$ cat config.mk
export PLATFORM = sky130hd
export DESIGN_NAME = uart_tx_arbiter
export DESIGN_NICKNAME = d
export VERILOG_FILES = /design/src/rtl/uart_tx_arbiter_pkg.sv /design/src/rtl/uart_rr_pick.sv /design/src/rtl/uart_tx_arbiter.sv
export SDC_FILE = /design/constraint.sdc
export NUM_CORES = 1
export LEC_CHECK = 0
export ABC_AREA = 0
export BUFFER_PORTS_ARGS = -buffer_cell sky130_fd_sc_hd__clkbuf_2
export CAP_MARGIN = 20
export CORE_MARGIN = 2
export CORE_UTILIZATION = 54
export CTS_CLUSTER_SIZE = 10
export DETAILED_ROUTE_END_ITERATION = 10
export GPL_ROUTABILITY_DRIVEN = 0
export PLACE_DENSITY = 0.95
export SETUP_SLACK_MARGIN = 0.15
export SLEW_MARGIN = 20
export SYNTH_ARGS = -nofsm -noshare
export SYNTH_HDL_FRONTEND = slang
export SYNTH_HIERARCHICAL = 1
export SYNTH_SLANG_ARGS = --single-unit
$ cat constraint.sdc
create_clock -name clk -period 9 [get_ports clk]
set_input_delay 0 -clock clk [delete_from_list [all_inputs] [get_ports clk]]
set_output_delay 0 -clock clk [all_outputs]
set_load 0.05 [all_outputs]
$ cat src/rtl/uart_tx_arbiter_pkg.sv
`default_nettype none
// ============================================================================
//  Module   : uart_tx_arbiter_pkg
//  Purpose  : Shared FSM state encoding for the UART transmit arbiter.
//  Revision : 1.0 - initial release
// ============================================================================
package uart_tx_arbiter_pkg;

    typedef enum logic [1:0] {
        ST_IDLE      = 2'd0,
        ST_LAUNCH    = 2'd1,
        ST_WAIT_BUSY = 2'd2,
        ST_WAIT_DONE = 2'd3
    } arb_state_t;

endpackage
`default_nettype wire

$ cat src/rtl/uart_rr_pick.sv
`default_nettype none
// ============================================================================
//  Module   : uart_rr_pick
//  Purpose  : Combinational round-robin picker: first valid requester at or
//             above rr_ptr, wrapping past NUM_REQ-1 back to 0.
//  Revision : 1.0 - initial release
// ============================================================================
module uart_rr_pick
    import uart_tx_arbiter_pkg::*;
#(
    parameter int NUM_REQ = 4
) (
    input  logic [NUM_REQ-1:0]         req_valid_i,
    input  logic [$clog2(NUM_REQ)-1:0] rr_ptr_i,
    output logic [NUM_REQ-1:0]         grant_o,
    output logic [$clog2(NUM_REQ)-1:0] index_o,
    output logic                       any_valid_o
);

    localparam int c_IDX_W = $clog2(NUM_REQ);
    localparam int c_SUM_W = c_IDX_W + 1;

    logic [c_SUM_W-1:0] w_sum;
    logic [c_IDX_W-1:0] w_idx;
    logic               w_found;

    // One extra bit holds rr_ptr+k before the modulo fold.
    always_comb begin
        grant_o = '0;
        index_o = '0;
        w_found = 1'b0;
        w_sum   = '0;
        w_idx   = '0;
        for (int k = 0; k < NUM_REQ; k++) begin
            w_sum = {1'b0, rr_ptr_i} + c_SUM_W'(k);
            if (w_sum >= c_SUM_W'(NUM_REQ)) begin
                w_sum = w_sum - c_SUM_W'(NUM_REQ);
            end
            w_idx = w_sum[c_IDX_W-1:0];
            if (!w_found && req_valid_i[w_idx]) begin
                w_found        = 1'b1;
                grant_o[w_idx] = 1'b1;
                index_o        = w_idx;
            end
        end
    end

    assign any_valid_o = |req_valid_i;

endmodule
`default_nettype wire

$ cat src/rtl/uart_tx_arbiter.sv
`default_nettype none
// ============================================================================
//  Module   : uart_tx_arbiter
//  Purpose  : Round-robin sharing of one UART transmitter among NUM_REQ byte
//             producers, with frame tracking, completion and timeout report.
//  Revision : 1.0 - initial release
// ============================================================================
module uart_tx_arbiter
    import uart_tx_arbiter_pkg::*;
#(
    parameter int NUM_REQ      = 4,
    parameter int DATA_WIDTH   = 8,
    parameter int BUSY_TIMEOUT = 16
) (
    input  logic                          clk,
    input  logic                          reset,
    input  logic [NUM_REQ-1:0]            req_valid,
    input  logic [NUM_REQ*DATA_WIDTH-1:0] req_data,
    output logic [NUM_REQ-1:0]            req_ready,
    output logic                          uart_enable,
    output logic [DATA_WIDTH-1:0]         uart_data,
    input  logic                          uart_busy,
    output logic [$clog2(NUM_REQ)-1:0]    grant_id,
    output logic                          tx_done,
    output logic                          timeout_err
);

    localparam int c_IDX_W = $clog2(NUM_REQ);
    localparam int c_TMO_W = (BUSY_TIMEOUT > 1) ? $clog2(BUSY_TIMEOUT) : 1;
    localparam logic [c_IDX_W-1:0] c_LAST_IDX = c_IDX_W'(NUM_REQ - 1);
    localparam logic [c_TMO_W-1:0] c_TMO_LAST = c_TMO_W'(BUSY_TIMEOUT - 1);

    arb_state_t                state_q, state_d;
    logic [NUM_REQ-1:0]        req_ready_q, req_ready_d;
    logic                      uart_enable_q, uart_enable_d;
    logic [DATA_WIDTH-1:0]     uart_data_q, uart_data_d;
    logic [c_IDX_W-1:0]        grant_id_q, grant_id_d;
    logic [c_IDX_W-1:0]        rr_ptr_q, rr_ptr_d;
    logic                      tx_done_q, tx_done_d;
    logic                      timeout_err_q, timeout_err_d;
    logic [c_TMO_W-1:0]        tmo_cnt_q, tmo_cnt_d;

    logic [NUM_REQ-1:0]        w_pick_grant;
    logic [c_IDX_W-1:0]        w_pick_idx;
    logic                      w_pick_any;
    logic [c_IDX_W-1:0]        w_next_ptr;
    logic [DATA_WIDTH-1:0]     w_req_byte [NUM_REQ];

    for (genvar gi = 0; gi < NUM_REQ; gi++) begin : g_unpack
        assign w_req_byte[gi] = req_data[gi*DATA_WIDTH +: DATA_WIDTH];
    end

    uart_rr_pick #(
        .NUM_REQ (NUM_REQ)
    ) u_pick (
        .req_valid_i (req_valid),
        .rr_ptr_i    (rr_ptr_q),
        .grant_o     (w_pick_grant),
        .index_o     (w_pick_idx),
        .any_valid_o (w_pick_any)
    );

    // Priority moves just past whoever was served, whether it finished or timed out.
    assign w_next_ptr = (grant_id_q == c_LAST_IDX) ? '0 : grant_id_q + 1'b1;

    always_comb begin
        state_d       = state_q;
        req_ready_d   = '0;
        uart_enable_d = 1'b0;
        uart_data_d   = uart_data_q;
        grant_id_d    = grant_id_q;
        rr_ptr_d      = rr_ptr_q;
        tx_done_d     = 1'b0;
        timeout_err_d = timeout_err_q;
        tmo_cnt_d     = tmo_cnt_q;
        case (state_q)
            ST_IDLE: begin
                if (w_pick_any && !uart_busy) begin
                    uart_data_d   = w_req_byte[w_pick_idx];
                    grant_id_d    = w_pick_idx;
                    req_ready_d   = w_pick_grant;
                    uart_enable_d = 1'b1;
                    state_d       = ST_LAUNCH;
                end
            end
            ST_LAUNCH: begin
                tmo_cnt_d = '0;
                state_d   = ST_WAIT_BUSY;
            end
            ST_WAIT_BUSY: begin
                if (uart_busy) begin
                    state_d = ST_WAIT_DONE;
                end else if (tmo_cnt_q == c_TMO_LAST) begin
                    timeout_err_d = 1'b1;
                    rr_ptr_d      = w_next_ptr;
                    state_d       = ST_IDLE;
                end else begin
                    tmo_cnt_d = tmo_cnt_q + 1'b1;
                end
            end
            ST_WAIT_DONE: begin
                if (!uart_busy) begin
                    tx_done_d = 1'b1;
                    rr_ptr_d  = w_next_ptr;
                    state_d   = ST_IDLE;
                end
            end
            default: state_d = ST_IDLE;
        endcase
    end

    always_ff @(posedge clk or negedge reset) begin
        if (!reset) begin
            state_q       <= ST_IDLE;
            req_ready_q   <= '0;
            uart_enable_q <= 1'b0;
            uart_data_q   <= '0;
            grant_id_q    <= '0;
            rr_ptr_q      <= '0;
            tx_done_q     <= 1'b0;
            timeout_err_q <= 1'b0;
            tmo_cnt_q     <= '0;
        end else begin
            state_q       <= state_d;
            req_ready_q   <= req_ready_d;
            uart_enable_q <= uart_enable_d;
            uart_data_q   <= uart_data_d;
            grant_id_q    <= grant_id_d;
            rr_ptr_q      <= rr_ptr_d;
            tx_done_q     <= tx_done_d;
            timeout_err_q <= timeout_err_d;
            tmo_cnt_q     <= tmo_cnt_d;
        end
    end

    assign req_ready   = req_ready_q;
    assign uart_enable = uart_enable_q;
    assign uart_data   = uart_data_q;
    assign grant_id    = grant_id_q;
    assign tx_done     = tx_done_q;
    assign timeout_err = timeout_err_q;

endmodule
`default_nettype wire

==> qor.txt, run 1 <==
Detailed Place HPWL - 2806 um
Max-Cap Viols - 0
I/O pin cnt - 56
Fmax - 281.6 MHz
Crit path launch type - flip-flop
Post-Route WL - 3566 um
Net Count, Synth - 176
Max H-tree Level - 1
ANT nets after route - 0
Synth-to-Final Area Change - 20.83%
Crit path cell chain - inv_1 -> ha_1 -> mux4_2 -> nor2b_1 -> o21ai_0 -> o31ai_4 -> mux4_2 -> mux2_4
Top-area cell type share of the netlist area - 38.58%
Distinct cells, synth - 37
Post-synth EDFFs - 0
Failing checks - design-rule violations
WP depth - 8
Grt ovf - 0
Register area - 625.6 um^2
Worst-case hold slack - 128.9 ps
Core Util, Final - 69.85%
Proportion of layout cells with a drive suffix above 1 - 49.73%
Non-Filler Instances - 216
FILL cells - 204
1st-pass router iterations - 7
Post-Synthesis Cells - 130
Vias/cell - 6.190
Setup-failing EPs final - 0
Top cells by area, synth - dfrtp_1 (39%), mux4_2 (17%), ha_1 (5.4%)
Setup bufs post-CTS - 0
Layout Skew - 1.331 ps
CP Launch Point - rr_ptr_q[0]
Power Density - 383.5 mW/mm^2
RSZ-0062 raised after global routing - no
Clock Root Buffer - clkbuf_4
YS warnings - 6
Synthesized flop and latch total - 25
Cell area after synthesis - 0.001622 mm^2
Inst Count DP - 210
Crit-path slowest cell - dfrtp_1
CP max FO - 16
FF-to-FF Start - rr_ptr_q[0]
Leakage power - 0.9554 nW
Final hold vios - 0
Number of buffers created by CTS - 3
Die area - 0.003457 mm^2
Critical path type - flip-flop to flip-flop
Cell mode on critical path - mux4_2
Diodes inserted - 0
Run status - finished with violations
Crit-path leading delay family - multiplexers
Crit end category - flip-flop
Worst skew pair latency - 310 ps
CP arrival - 3760 ps
DP Worst Slack - 5335 ps
Least-Margin Pin Slew - 1018 ps
Total track usage - 21.16%
Min-delay worst type - primary input to flip-flop
Crit-path max cell delay - 760 ps
Vias in the first global route - 1,322
Hold depth - 3
Buf+Inv Stages, Crit Path - 1
Fraction of the yosys area taken by sequential cells - 38.58%
Initial antenna violation count - 0
Initial Util - 57.81%
Residual DRC - 6
Worst EP required - 9210 ps
First-pass GRT wire length - 5561 um
Prevailing post-synth register cell - dfrtp_1
Die X - 58.80 um
Chip height - 58.80 um
Worst r2r path cells - 8
Post-CTS sizing - 0
Post-synth top area cell - dfrtp_1
Port Buf Inserts - 55
Worst Slack Setup Final - 5448 ps
Max IR drop VDD - 190.4 uV
Dpl cell area - 0.001904 mm^2
Worst-path clk slew - 120 ps
Hold Startpoint - req_data[26]
Final Cycle Share - 39.46%
Vias - 1,337
Final non-filler cell area - 0.001959 mm^2
Max Root-Sink Buffers - 2
Initial drt markers - 30
Multi-input combinational cell area - 962.2 um^2
Asr flop ratio synth - 100.0%
CTS tree - yes
Tmin final - 3552 ps
Power Total - 0.7514 mW
Core area - 0.002805 mm^2
Mapped Avg Cell Area - 12.47 um^2
Commonest non-fill, non-tap cell in the layout - clkbuf_2
Routed len/inst - 16.51 um
Relative slew slack - 31.84%
Clock Sinks - 25
Most frequent cells in the layout - clkbuf_2 (55), dfrtp_1 (25), mux4_2 (12)
Final Max Tran Viols - 0
TNS Setup - 0 ps
Row cnt - 19
Largest net degree at the start of global routing - 26
Fin nets - 232
-- kinds of logic (layout without fill, tap and decap cells) --
logic type                 Yosys count  in the layout  share of synthesized area, %
AOI/OAI and AO/OA                   29             29                         12.35
adders and majority gates            7              7                         5.401
buffers and inverters                9             64                         2.932
DFF                                 25             25                         38.58
muxes                               26             26                         27.08
and+or+nand+nor                     34             34                         13.66
-- power breakdown --
part	leakage [nW]	internal (mW)	switching, mW
Clock	0.0150	0.0173	0.0304
Sequential	0.317	0.154	0.0509
Combinational	0.624	0.216	0.283
-- state kept, by name, summed over array words and instances (netlist names) --
register / cells
uart_enable: 1
tmo_cnt_q: 4
grant_id: 2
uart_data: 8
state_q: 2
rr_ptr_q: 2
tx_done: 1
req_ready: 4
timeout_err: 1
-- area by class of cell --
class | count | share of cell area [%]
Multi-Input combinational cell | 96 | 49.11
Sequential cell | 25 | 31.93
Timing Repair Buffer | 57 | 15.07
Tap cell | 31 | 1.980
Clock buffer | 4 | 1.341
Inverter | 3 | 0.5747
-- cell usage after synthesis (2+ instances only) --
library cell   n
mux2i_1        3
nand2_1        6
and3_1         2
o21ai_0        8
mux4_2        12
nor4b_4        2
mux2_4         4
buf_2          2
inv_1          3
mux2_2         7
dfrtp_1       25
nor2b_1        4
ha_1           7
nor2_1         8
nand2b_1       2
and2_2         5
a31o_2         2
nand3_1        2
a22oi_1        8
-- per-layer routing --
metal  global-route usage [%]  vias up  share of wire, %
met5                        0        -                 0
met4                    6.818        0              0.70
met3                    6.374        4               6.6
met2                    39.84       50                55
met1                    22.17      672                37
li1                         -      611                 -
-- repair_timing --
| item | 4_1_cts | 5_1_grt |
|---|---|---|
| hold endpoints to repair | 26 | 0 |
| hold buffers | 2 | 0 |
| endpoints found under the setup margin | 0 | 0 |
-- worst min-delay path, cell delays in order --
cell and delay [ps]:
clkbuf_2 70, mux4_2 210, mux2_2 130
-- worst paths after layout --
kind | endpoint | slack, ps
max in group asynchronous | tmo_cnt_q[1] | 8380
worst min-delay path | uart_data[2] | 130
worst min register to register | timeout_err | 490
min in group asynchronous | req_ready[0] | 230
worst max-delay path | uart_data[3] | 5450
worst max register to register | uart_data[3] | 5450
(Power assumes the default switching activity.)
==> run 2: changes to the inputs <==
- CORE_UTILIZATION: 54 -> 45
- PLACE_DENSITY: 0.95 -> 0.88
- clock period: 9 -> 3.15 ns (I/O delays scaled with it)
==> run 2 against run 1 <==
  * The flow now finishes without violations
  * Register-to-register slack got worse by 5200 ps
  * Clock-buffer cell count fell by 1
  * Worst hold slack got worse by 16 ps
  * Via count up 0.30%
  * Utilization down 8.8 points
  * Routed wire length grew 2.9%
  * Fmax grew 23%
  * Sequential share of layout area decreased by 1.7 points
  * Combinational power increased to 3.3 times the previous value
  * Critical path depth rose by 2
  * First-iteration DRC count is 37% higher
  * Largest cell class unchanged
  * Largest power group unchanged
==> qor.txt, run 2 (synthesized netlist as in run 1, its figures left out) <==
1st-pass router iterations - 4
Die area - 0.004100 mm^2
Vias/cell - 5.611
Max Root-Sink Buffers - 2
Relative slew slack - 34.50%
Max reg flops - 8
Final Cycle Share - 91.58%
Total track usage - 19.10%
Vias in the first global route - 1,336
Chip height - 64.03 um
Initial antenna violation count - 0
Number of buffers created by CTS - 3
Met2 usage - 33.33%
Power Total - 2.310 mW
Run status - finished clean
Setup-failing EPs final - 0
Max-Cap Viols - 0
Grt ovf - 0
Met3 GRT Util - 3.697%
RSZ-0062 raised after global routing - no
Row cnt - 21
Clk network pwr share - 6.2%
Clock Sinks - 25
Most frequent cells in the layout - clkbuf_2 (55), dfrtp_1 (25), mux4_2 (12)
Min-delay worst type - primary input to flip-flop
CP arrival - 3100 ps
Post-Route WL - 3668 um
Worst skew pair latency - 320 ps
Proportion of layout cells with a drive suffix above 1 - 53.37%
Worst-path clk slew - 140 ps
Crit path launch type - flip-flop
Residual DRC - 0
Tmin final - 2885 ps
Clock Root Buffer - clkbuf_4
Initial Util - 47.84%
Worst EP required - 3370 ps
Final hold vios - 0
Diodes inserted - 0
Worst-case hold slack - 112.9 ps
Leakage power - 1.005 nW
Initial drt markers - 41
Crit path cell chain - inv_1 -> ha_1 -> buf_4 -> mux4_2 -> buf_4 -> nor2b_4 -> o21ai_1 -> o31ai_4 -> mux4_2 -> mux2_2
TNS Setup - 0 ps
Final Max Tran Viols - 0
Met1 usage - 25.29%
Buf+Inv Stages, Crit Path - 3
Crit end category - flip-flop
Port Buf Inserts - 55
Flop pwr share - 23.2%
I/O pin cnt - 56
Net Sw Frac - 47.62%
CP max FO - 8
Fmax - 346.7 MHz
Die X - 64.03 um
Vias - 1,341
Crit-path max cell delay - 570 ps
GR peak layer - met2
Detailed Place HPWL - 2775 um
Switching power - 1.100 mW
CTS tree - yes
Crit-path slowest cell - mux4_2
ANT nets after route - 0
Commonest non-fill, non-tap cell in the layout - clkbuf_2
FF-to-FF setup slack - 270 ps
First-pass GRT wire length - 6196 um
Max IR drop VDD - 695.7 uV
Comb power frac - 70.6%
DP Worst Slack - -13.06 ps
Non-Filler Instances - 239
Routed len/inst - 15.35 um
Inst Count DP - 231
Least-Margin Pin Slew - 978.3 ps
Worst Slack Setup Final - 265.3 ps
Critical path type - flip-flop to flip-flop
Internal - 1.210 mW
Synth-to-Final Area Change - 27.62%
Core area - 0.003390 mm^2
Fin nets - 240
Crit-path leading delay family - multiplexers
Power Density - 1116 mW/mm^2
Max H-tree Level - 1
Layout Skew - 7.032 ps
Largest net degree at the start of global routing - 26
[run 2: changes by cell type in the layout (fill, tap and decap cells not counted), sizes merged]
cell and delta:
buf +7, clkbuf -1, clkinv +1, o31ai +1
[run 2: final timing paths]
kind / startpoint / cells past startpoint / to
hold / removal: req_data[28] / 3 / uart_data[4]
max in group asynchronous: reset / 2 / rr_ptr_q[1]
hold reg to reg: timeout_err / 1 / timeout_err
setup / recovery: rr_ptr_q[1] / 10 / uart_data[1]
min in group asynchronous: reset / 2 / uart_enable
setup reg to reg: rr_ptr_q[1] / 10 / uart_data[1]
[run 2: area by class of cell]
type	count	area, um^2
fill	251	1320
multi-input combinational	97	999.7
sequential	25	625.6
timing repair buffer	64	347.8
tap	46	57.56
clock buffer	3	22.52
inverter	3	11.26
clock inverter	1	5.005
[run 2: stage by stage]
stage / utilization, % / cell area (um^2)
floorplan: - / 1625
global placement: 58.14 / 1971
detailed placement: 58.14 / 1971
CTS: 60.21 / 2041
global route: 61.06 / 2069
finish: 61.06 / 2069
[run 2: routing by layer]
layer | wire length, um | vias up
met4 | 22 | 0
met2 | 1918 | 47
met3 | 179 | 4
met5 | 0 | -
met1 | 1548 | 659
li1 | - | 631
[run 2: power by group through the flow]
stage / Clock (mW) / Combinational [mW] / Sequential [mW]
5_1_grt: 0.162 / 1.76 / 0.552
3_5_place_dp: 0 / 1.51 / 0.542
3_3_place_gp: 0 / 1.46 / 0.539
2_1_floorplan: 0 / 0.911 / 0.820
4_1_cts: 0.148 / 1.57 / 0.537
6_report: 0.143 / 1.63 / 0.535
[run 2: worst register-to-register path: stages, from the launching register on]
cell and delay, ps:
dfrtp_1 400, inv_1 80, ha_1 290, buf_4 160
mux4_2 300, buf_4 200, nor2b_4 170, o21ai_1 160
o31ai_4 180, mux4_2 570, mux2_2 280
[run 2: repair_timing]
item,4_1_cts,5_1_grt
endpoints found under the hold margin,27,0
pin swaps,0,0
resized for setup,3,3
gates cloned,1,0
buffers inserted,0,1
setup endpoints to repair,8,8
hold buffers,2,0
